File: src/rtl/frame_swap_sequencer_pkg.sv
// Shared framebuffer geometry, pixel format and sequencer state encoding.
// The framebuffer side imports the same geometry constants.
package frame_swap_sequencer_pkg;

    localparam int PIX_W     = 12;
    localparam int FB_WIDTH  = 320;
    localparam int FB_HEIGHT = 240;
    localparam int FB_DEPTH  = FB_WIDTH * FB_HEIGHT;
    localparam int FB_AW     = 17;

    typedef logic [PIX_W-1:0] pixel_t;

    localparam logic [1:0] ST_IDLE    = 2'd0;
    localparam logic [1:0] ST_FILL    = 2'd1;
    localparam logic [1:0] ST_REQ     = 2'd2;
    localparam logic [1:0] ST_BACKOFF = 2'd3;

endpackage

File: src/rtl/frame_swap_sequencer_swap_handshake_timer.sv
// Shared down-counter for the bank-flip request timeout and the retry backoff.
// The mode bit records which interval is running so each terminal count has its own flag.
module swap_handshake_timer #(
    parameter int unsigned SWAP_TIMEOUT = 1700000,
    parameter int unsigned BACKOFF_LEN  = 8
) (
    input  logic clk_sys,
    input  logic rst_n_sys,
    input  logic load_timeout,
    input  logic load_backoff,
    output logic timeout_hit,
    output logic backoff_done
);

    localparam int unsigned MAX_LEN = (SWAP_TIMEOUT > BACKOFF_LEN) ? SWAP_TIMEOUT : BACKOFF_LEN;
    localparam int          CW      = $clog2(MAX_LEN + 1);

    logic [CW-1:0] cnt;
    logic          in_backoff;
    logic          tc;

    always_ff @(posedge clk_sys) begin
        if (!rst_n_sys) begin
            cnt        <= '0;
            in_backoff <= 1'b0;
        end else if (load_timeout) begin
            cnt        <= CW'(SWAP_TIMEOUT - 1);
            in_backoff <= 1'b0;
        end else if (load_backoff) begin
            cnt        <= CW'(BACKOFF_LEN - 1);
            in_backoff <= 1'b1;
        end else if (cnt != '0) begin
            cnt <= cnt - CW'(1);
        end
    end

    assign tc           = (cnt == '0);
    assign timeout_hit  = tc && !in_backoff;
    assign backoff_done = tc && in_backoff;

endmodule

File: src/rtl/frame_swap_sequencer.sv
// Fills one framebuffer bank from a pixel stream, then requests a bank flip and
// waits for the display side to confirm it, retrying with backoff on timeout.
//
// state   | meaning
// IDLE    | waiting for start_sys
// FILL    | accepting pixels, one write per accepted beat
// REQ     | swap_req_sys high, waiting for active_buf_sys to change
// BACKOFF | request dropped for BACKOFF_LEN cycles before retrying
module frame_swap_sequencer
    import frame_swap_sequencer_pkg::*;
#(
    parameter int unsigned DEPTH        = FB_DEPTH,
    parameter int unsigned AW           = FB_AW,
    parameter int unsigned SWAP_TIMEOUT = 1700000,
    parameter int unsigned BACKOFF_LEN  = 8
) (
    input  logic             clk_sys,
    input  logic             rst_n_sys,
    input  logic             start_sys,
    input  logic             s_valid,
    input  logic [PIX_W-1:0] s_data,
    output logic             s_ready,
    output logic             wr_en_sys,
    output logic [AW-1:0]    wr_addr_sys,
    output logic [PIX_W-1:0] wr_data_sys,
    output logic             swap_req_sys,
    input  logic             active_buf_sys,
    output logic             busy,
    output logic             frame_done,
    output logic [15:0]      frame_count,
    output logic [7:0]       retry_count
);

    logic [1:0]    state;
    logic [AW-1:0] pix_cnt;
    logic          bank_ref;
    logic          accept;
    logic          last_beat;
    logic          flip;
    logic          load_timeout;
    logic          load_backoff;
    logic          timeout_hit;
    logic          backoff_done;

    assign s_ready      = (state == ST_FILL);
    assign busy         = (state != ST_IDLE);
    assign swap_req_sys = (state == ST_REQ);

    assign accept    = s_valid && s_ready;
    assign last_beat = accept && (pix_cnt == AW'(DEPTH - 1));
    assign flip      = (active_buf_sys != bank_ref);

    // A flip always beats a coincident terminal count, so loads are gated by !flip.
    assign load_timeout = last_beat || ((state == ST_BACKOFF) && !flip && backoff_done);
    assign load_backoff = (state == ST_REQ) && !flip && timeout_hit;

    swap_handshake_timer #(
        .SWAP_TIMEOUT (SWAP_TIMEOUT),
        .BACKOFF_LEN  (BACKOFF_LEN)
    ) u_timer (
        .clk_sys      (clk_sys),
        .rst_n_sys    (rst_n_sys),
        .load_timeout (load_timeout),
        .load_backoff (load_backoff),
        .timeout_hit  (timeout_hit),
        .backoff_done (backoff_done)
    );

    always_ff @(posedge clk_sys) begin
        if (!rst_n_sys) begin
            state       <= ST_IDLE;
            pix_cnt     <= '0;
            wr_en_sys   <= 1'b0;
            wr_addr_sys <= '0;
            wr_data_sys <= '0;
            frame_done  <= 1'b0;
            frame_count <= '0;
            retry_count <= '0;
            bank_ref    <= 1'b0;
        end else begin
            wr_en_sys  <= accept;
            frame_done <= 1'b0;
            if (accept) begin
                wr_addr_sys <= pix_cnt;
                wr_data_sys <= s_data;
                pix_cnt     <= pix_cnt + AW'(1);
            end
            case (state)
                ST_IDLE: begin
                    if (start_sys) begin
                        pix_cnt <= '0;
                        state   <= ST_FILL;
                    end
                end
                ST_FILL: begin
                    if (last_beat) begin
                        state    <= ST_REQ;
                        bank_ref <= active_buf_sys;
                    end
                end
                ST_REQ, ST_BACKOFF: begin
                    if (flip) begin
                        state       <= ST_IDLE;
                        frame_done  <= 1'b1;
                        frame_count <= frame_count + 16'd1;
                    end else if ((state == ST_REQ) && timeout_hit) begin
                        state <= ST_BACKOFF;
                        if (retry_count != 8'hFF) begin
                            retry_count <= retry_count + 8'd1;
                        end
                    end else if ((state == ST_BACKOFF) && backoff_done) begin
                        state    <= ST_REQ;
                        bank_ref <= active_buf_sys;
                    end
                end
                default: state <= ST_IDLE;
            endcase
        end
    end

endmodule

File: config.mk
export PLATFORM = sky130hd
export DESIGN_NAME = frame_swap_sequencer
export DESIGN_NICKNAME = d
export VERILOG_FILES = /design/src/rtl/frame_swap_sequencer_pkg.sv /design/src/rtl/frame_swap_sequencer_swap_handshake_timer.sv /design/src/rtl/frame_swap_sequencer.sv
export SDC_FILE = /design/constraint.sdc
export NUM_CORES = 1
export LEC_CHECK = 0
export ABC_CLOCK_PERIOD_IN_PS = 2800
export CAP_MARGIN = 30
export CORE_AREA = 2 2 139 101
export CTS_BUF_LIST = sky130_fd_sc_hd__clkbuf_4
export CTS_CLUSTER_SIZE = 30
export DETAILED_ROUTE_END_ITERATION = 12
export DIE_AREA = 0 0 141 103
export HOLD_SLACK_MARGIN = 0.03
export PLACE_DENSITY_LB_ADDON = 0.3
export SLEW_MARGIN = 20
export SYNTH_ARGS = -nofsm -noshare
export SYNTH_HDL_FRONTEND = slang
export SYNTH_SLANG_ARGS = --single-unit
File: constraint.sdc
create_clock -name clk_sys -period 2.8 [get_ports clk_sys]
set_input_delay 0.56 -clock clk_sys [delete_from_list [all_inputs] [get_ports clk_sys]]
set_output_delay 0.56 -clock clk_sys [all_outputs]
set_load 0.1 [all_outputs]
# Word level (Yosys, flattened, before mapping)
# Cells that the tools add are included.
classes:
  addsub: 4
  n_reduce_logical: 27
  bitwise_logic: 2
  n_mux: 18
  eq_ne: 12
ops:
  columns: ["cell", "count"]
  rows:
  - ["2-to-1 mux 21 bit", 3]
  - ["2-to-1 mux 17 bit", 3]
  - ["logical NOT 21 bit", 1]
  - ["nonzero test 21 bit", 1]
  - ["subtractor 21 x 1 -> 21 bit (second input constant)", 1]
  - ["adder 17 x 1 -> 17 bit (second input constant)", 1]
  - ["equality test 17 bit (second input constant)", 1]
  - ["adder 16 x 1 -> 16 bit (second input constant)", 1]
  - ["logical AND 1 bit", 10]
  - ["2-to-1 mux 2 bit", 5]
  - ["adder 8 x 1 -> 8 bit (second input constant)", 1]
  - ["!= test 2 bit (second input constant)", 4]
  - ["!= test 8 bit (second input constant)", 1]
  - ["case mux 2 bit (3 select lines)", 1]
  - ["2-to-1 mux 1 bit", 5]
  - ["AND reduction 5 bit", 1]
  - ["equality test 2 bit (second input constant)", 2]
  - ["!= test 4 bit (second input constant)", 1]
  - ["AND reduction 2 bit", 2]
  - ["AND reduction 4 bit", 1]
  - ["nonzero test 2 bit", 2]
  - ["OR reduction 2 bit", 2]
  - ["AND reduction 3 bit", 1]
  - ["nonzero test 3 bit", 1]
  - ["9 further kinds", 11]
totals:
  inputBits: 17
  elab_cells: 75
  output_inout_bits: 58
  reg_bits: 97

# Longest topological paths before layout
logic_depth:
  word_depth: 7
  ltp_mapped: 9
  ltp_nobuf: 7

# By module
# From an unflattened synthesis, not the netlist that was laid out.
unflattened:
  hier_cells: 510
  hier_area_um2: 4340.4
by_module_without_submodules:
  columns: ["module", "instances", "area_per_inst_um2", "seq_area_each_um2", "cells_per_inst"]
  rows:
  - ["frame_swap_sequencer", 1, 3120.5, 1501.4, 376]
  - ["swap_handshake_timer", 1, 1219.9, 440.4, 134]

# Worst setup path before layout
# OpenSTA, ideal clock, no wires.
synth_timing:
  path_kind: "register to register"
  start: "reg state[0]"
  end: "reg pix_cnt[0]"
  n_path_buf: 3
  slack_ns: -0.080
  synth_period_minus_slack_ns: 2.880
  t_required_ns: 2.668
  stages_incl_launch_ff: 8
  arrival_ns: 2.748
  setup_ns: 0.132
  cell_sequence: "dfxtp_1 -> buf_2 -> nor2b_1 -> and2_1 -> clkbuf_1 -> clkbuf_1 -> xnor2_1 -> nor2_1"
synth_between:
  elab_chain_cells: 5
  elab_cells_between_ends: 6
  classes_between: "eq/ne: 1; mux: 3; reduce/logical: 2"
synth_rtl:
  columns: ["item", "line", "text"]
  rows:
  - ["from (decl)", "frame_swap_sequencer.sv:34", "logic [1:0] state;"]
  - ["from (signal assigned)", "frame_swap_sequencer.sv:71", "state <= ST_IDLE;"]
  - ["from (signal assigned)", "frame_swap_sequencer.sv:92", "state <= ST_FILL;"]
  - ["from (signal assigned)", "frame_swap_sequencer.sv:97", "state <= ST_REQ;"]
  - ["equality test 2 x 1 -> 1 bit *", "frame_swap_sequencer.sv:45", "assign s_ready = (state == ST_FILL);"]
  - ["via s_ready", "frame_swap_sequencer.sv:22", "output logic s_ready,"]
  - ["logical AND 1 bit *", "frame_swap_sequencer.sv:49", "assign accept = s_valid && s_ready;"]
  - ["2-to-1 mux 17 bit *", "frame_swap_sequencer.sv:83", "if (accept) begin"]
  - ["2-to-1 mux 17 bit", "frame_swap_sequencer.sv:90", "if (start_sys) begin"]
  - ["2-to-1 mux 17 bit *", "frame_swap_sequencer.sv:88", "case (state)"]
  - ["to (signal assigned)", "frame_swap_sequencer.sv:86", "pix_cnt <= pix_cnt + AW'(1);"]
  - ["to (decl)", "frame_swap_sequencer.sv:35", "logic [AW-1:0] pix_cnt;"]
# The timed path passes the listed nets; every way through them passes the cells marked *.
# A chain may end at the register's enable or synchronous reset.

# Worst setup path after layout
layout_timing:
  start: "reg u_timer.cnt[9]"
  end: "reg retry_count[4]"
layout_between:
  elab_chain_cells: 4
layout_rtl:
  columns: ["item", "line", "text"]
  rows:
  - ["from (decl)", "frame_swap_sequencer_swap_handshake_timer.sv:18", "logic [CW-1:0] cnt;"]
  - ["from (signal assigned)", "frame_swap_sequencer_swap_handshake_timer.sv:27", "cnt <= CW'(SWAP_TIMEOUT - 1);"]
  - ["from (signal assigned)", "frame_swap_sequencer_swap_handshake_timer.sv:30", "cnt <= CW'(BACKOFF_LEN - 1);"]
  - ["from (signal assigned)", "frame_swap_sequencer_swap_handshake_timer.sv:33", "cnt <= cnt - CW'(1);"]
  - ["logical NOT 21 bit", "frame_swap_sequencer_swap_handshake_timer.sv:37", "assign tc = (cnt == '0);"]
  - ["logical AND 1 bit", "frame_swap_sequencer_swap_handshake_timer.sv:38", "assign timeout_hit = tc && !in_backoff;"]
  - ["logical AND 1 bit", "frame_swap_sequencer.sv:106", "end else if ((state == ST_REQ) && timeout_hit) begin"]
  - ["AND reduction 4 bit (no source line)", null, null]
  - ["to (signal assigned)", "frame_swap_sequencer.sv:109", "retry_count <= retry_count + 8'd1;"]
  - ["to (decl)", "frame_swap_sequencer.sv:31", "output logic [7:0] retry_count"]
# No other way between the ends.

==> summary.txt <==
CTS
  • Clock transition at path regs: 140 ps
  • CTS H-Tree Depth: 3
  • CTS-repair resized insts: 0
  • Hold Buf Count CTS: 0
  • Clock root cell: clkbuf_4
  • CTS tree: done
  • Setup bufs post-CTS: 0
  • Clock tree buffer depth: 2
  • Num CTS Buffers: 9
  • Latest clock arrival within the worst-skew pair: 450 ps
  • Clock sink total: 97

Timing
  • Slew margin rel.: 60.0%
  • RSZ-0062 raised after global routing: no
  • Final setup viols: 0
  • Final worst path period need: 2520 ps
  • Worst slew pin tran: 594 ps
  • Fin. Hold Viols: 0
  • Fin Hold WS: 464 ps
  • Final Worst Setup Slack: 280 ps
  • Skew final: between 15 and 20 ps
  • Fin Setup TNS: 0 ps
  • Max frequency: just under 400 MHz
  • Final period util: 90.0%
  • Final Max Slew Viols: 0

Setup path
  • R2R setup slack: about 280 ps
  • Worst Setup SP: u_timer.cnt[9]$_SDFFE_PP0P_
  • Critical Path Source Type: flip-flop
  • Crit path to: retry_count[4]$_SDFFE_PN0P_
  • CP max-delay cell: or4b_4
  • Worst R2R Start: u_timer.cnt[9]$_SDFFE_PP0P_
  • Max incr delay on CP: 590 ps
  • CP delay by family, top: simple AND/OR/NAND/NOR gates
  • CP Cell Sequence: or4_4 -> or3_1 -> or4b_4 -> or3_1 -> a21oi_1
  • Reg2reg end: retry_count[4]$_SDFFE_PN0P_
  • Path depth of the worst reg2reg path: 5
  • Critical path capture point type: flip-flop
  • WP buf/inv: 0
  • Critical path depth in cells: 5
  • Setup CP Type: flip-flop to flip-flop
  • Most frequent CP cell: or3_1
  • CP arrival: roughly 2900 ps
  • CP required: 3180 ps
  • Critical path fanouts, max: 5

Route
  • Routed Antenna Nets: 0
  • DRC: 0
  • Routed vias: 3764
  • Total routed wirelength: between 10000 and 15000 um
  • Drt first pass iters: 4
  • Via-to-Cell Ratio: 4.92
  • Drt initial violations: 230
  • WL/cell: 13.3 um

Cells and area
  • Layout Nets: 613
  • Fill count: 1355
  • Fraction of layout cells with a size suffix above 1: 19.5%
  • Commonest cells after routing, fill and taps aside: 97 x dfxtp_1, 84 x buf_4, 79 x nand2_1
  • Final Non-Filler Cells: 765
  • Area Growth Syn to Fin: 24.2%
  • Commonest non-fill, non-tap cell in the layout: dfxtp_1
  • Register area: 0.00194 sq mm
  • Multi-input gate area in the final layout: 0.00216 sq mm
  • # diodes: 0

Placed design
  • Global placer's final weighted congestion: 0.845
  • Placed Instances: roughly 750
  • Port bufs: 74
  • Pre-CTS setup slack: -110 ps
  • Hpwl dp: 7450 um

Power and ir drop
  • Flop pwr share: between 40% and 50%
  • Clock power frac: 18.4%
  • Maximum vdd ir drop: 380 uV
  • Switching pwr: 0.00149 W
  • Sw Share: 37.6%
  • Logic pwr share: 39.4%
  • Pwr dens: 749 mW/mm^2
  • P_leak: 2.01 nW
  • Cell Int Power: 0.00247 W

GRT
  • Initial antenna violation count: 0
  • Number of global-route vias before repair: 3686
  • Largest net degree at the start of global routing: 32
  • GRT Util Overall: 14.7%
  • First-pass GRT wire length: 17400 um
  • Total grt overflow: 0

Logic synthesis
  • Count of cell types in the netlist: 48
  • Post-Syn Area per Cell: 8.40 sq um
  • Net Count, Synth: 529
  • Synthesized cell area: 0.00426 sq mm
  • Fraction of registers with async set/reset: 0%
  • Sequential cell area fraction in the yosys report: 45.6%
  • EDFF count, synth: 0
  • Top_reg_cell synth: dfxtp_1
  • Synthesis Warnings: 0
  • #FFs+latches synth: 97
  • Post-Syn Instances: 507

Die
  • Starting Density: 31.8%
  • Die Area: 0.0145 sq mm
  • Die Wd: 141 um
  • # IOs: 75
  • CORE AREA: ~0.013 sq mm
  • Die Y: between 100 and 150 um
  • Row count: 36

Status
  • Status: finished, final reports clean

Job
  • Maxcap violations: 0

Hold path
  • Hold Crit Class: flip-flop to flip-flop
-- layer usage --
metal / track usage, % / wire length (um)
met5: 0 / 0
met4: 3.92 / 116
met3: 4.78 / 626
met1: 20.1 / 5160
met2: 22.6 / 4270
-- synthesized netlist by cell type, types with 3 or more instances --
master / instances / area [sq um]
a21oi_1: 46 / 230
and2_1: 3 / 18.8
and3_1: 4 / 25.0
and4_1: 4 / 35.0
clkbuf_1: 24 / 90.1
dfxtp_1: 97 / 1940
ha_1: 5 / 62.6
inv_1: 10 / 37.5
nand2_1: 79 / 297
nand3_1: 16 / 80.1
nand4_1: 10 / 62.6
nor2_1: 59 / 221
nor3_1: 8 / 40.0
nor3b_1: 4 / 30.0
nor4_1: 11 / 68.8
o21a_1: 11 / 82.6
o21ai_0: 11 / 55.1
o31ai_1: 3 / 22.5
or2_2: 6 / 37.5
or3_1: 10 / 62.6
or4_1: 6 / 45.0
xnor2_1: 14 / 123
xor2_1: 32 / 280
-- metrics by stage --
step	util, %	power (W)	cell area [sq um]
6_report	39.5	0.00396	5290
3_5_place_dp	38.6	0.00325	5160
5_1_grt	39.5	0.00428	5290
2_1_floorplan	-	0.00284	4260
4_1_cts	39.5	0.00400	5290
3_3_place_gp	38.6	0.00324	5160
-- flip-flops by register name, summed over array words and instances (netlist names), 2 cells and up --
signal / count
wr_addr_sys: 17
u_timer.cnt: 21
state: 2
frame_count: 16
wr_data_sys: 12
pix_cnt: 17
retry_count: 8
-- layout make-up --
cell class | instances | area share (%)
flip-flops and latches | 97 | 36.7
inverters | 10 | 0.710
multi-input cells | 372 | 40.8
well taps | 171 | 4.05
clock inverters | 3 | 0.828
repair buffers | 101 | 15.3
clock buffers | 11 | 1.56
-- worst register-to-register path, stage by stage (launching register included) --
cell     delay [ps]
dfxtp_1         370
or4_4           580
or3_1           410
or4b_4          590
or3_1           360
a21oi_1         140
-- worst min path at each step --
| stage | from | end | slack [ps] | depth (start not counted) |
|---|---|---|---|---|
| after floorplan | pix_cnt[6]$_SDFF_PN0_ | wr_addr_sys[6]$_SDFFE_PN0P_ | 460 | 2 |
| after global placement | wr_data_sys[3]$_SDFFE_PN0P_ | wr_data_sys[3]$_SDFFE_PN0P_ | 440 | 2 |
| after detailed placement | wr_data_sys[4]$_SDFFE_PN0P_ | wr_data_sys[4]$_SDFFE_PN0P_ | 450 | 2 |
| after CTS | wr_data_sys[1]$_SDFFE_PN0P_ | wr_data_sys[1]$_SDFFE_PN0P_ | 470 | 2 |
| after global routing | wr_data_sys[1]$_SDFFE_PN0P_ | wr_data_sys[1]$_SDFFE_PN0P_ | 480 | 2 |
| final | wr_data_sys[1]$_SDFFE_PN0P_ | wr_data_sys[1]$_SDFFE_PN0P_ | 460 | 2 |
-- power by group through the flow --
stage | clock, W | combinational, W | sequential [W]
global route | 0.000817 | 0.00176 | 0.00170
finish | 0.000728 | 0.00156 | 0.00167
detailed placement | 0 | 0.00155 | 0.00170
floorplan | 0 | 0.00112 | 0.00172
CTS | 0.000764 | 0.00156 | 0.00167
global placement | 0 | 0.00154 | 0.00170
-- cells by family after synthesis --
| logic type | synth area share, % |
|---|---|
| mux | 0.470 |
| xor+xnor | 9.46 |
| buf+inv | 3.76 |
| simple gates | 27.4 |
| compound gates | 11.8 |
| fa+ha+maj | 1.47 |
| flops | 45.6 |
(Power assumes the default switching activity.)
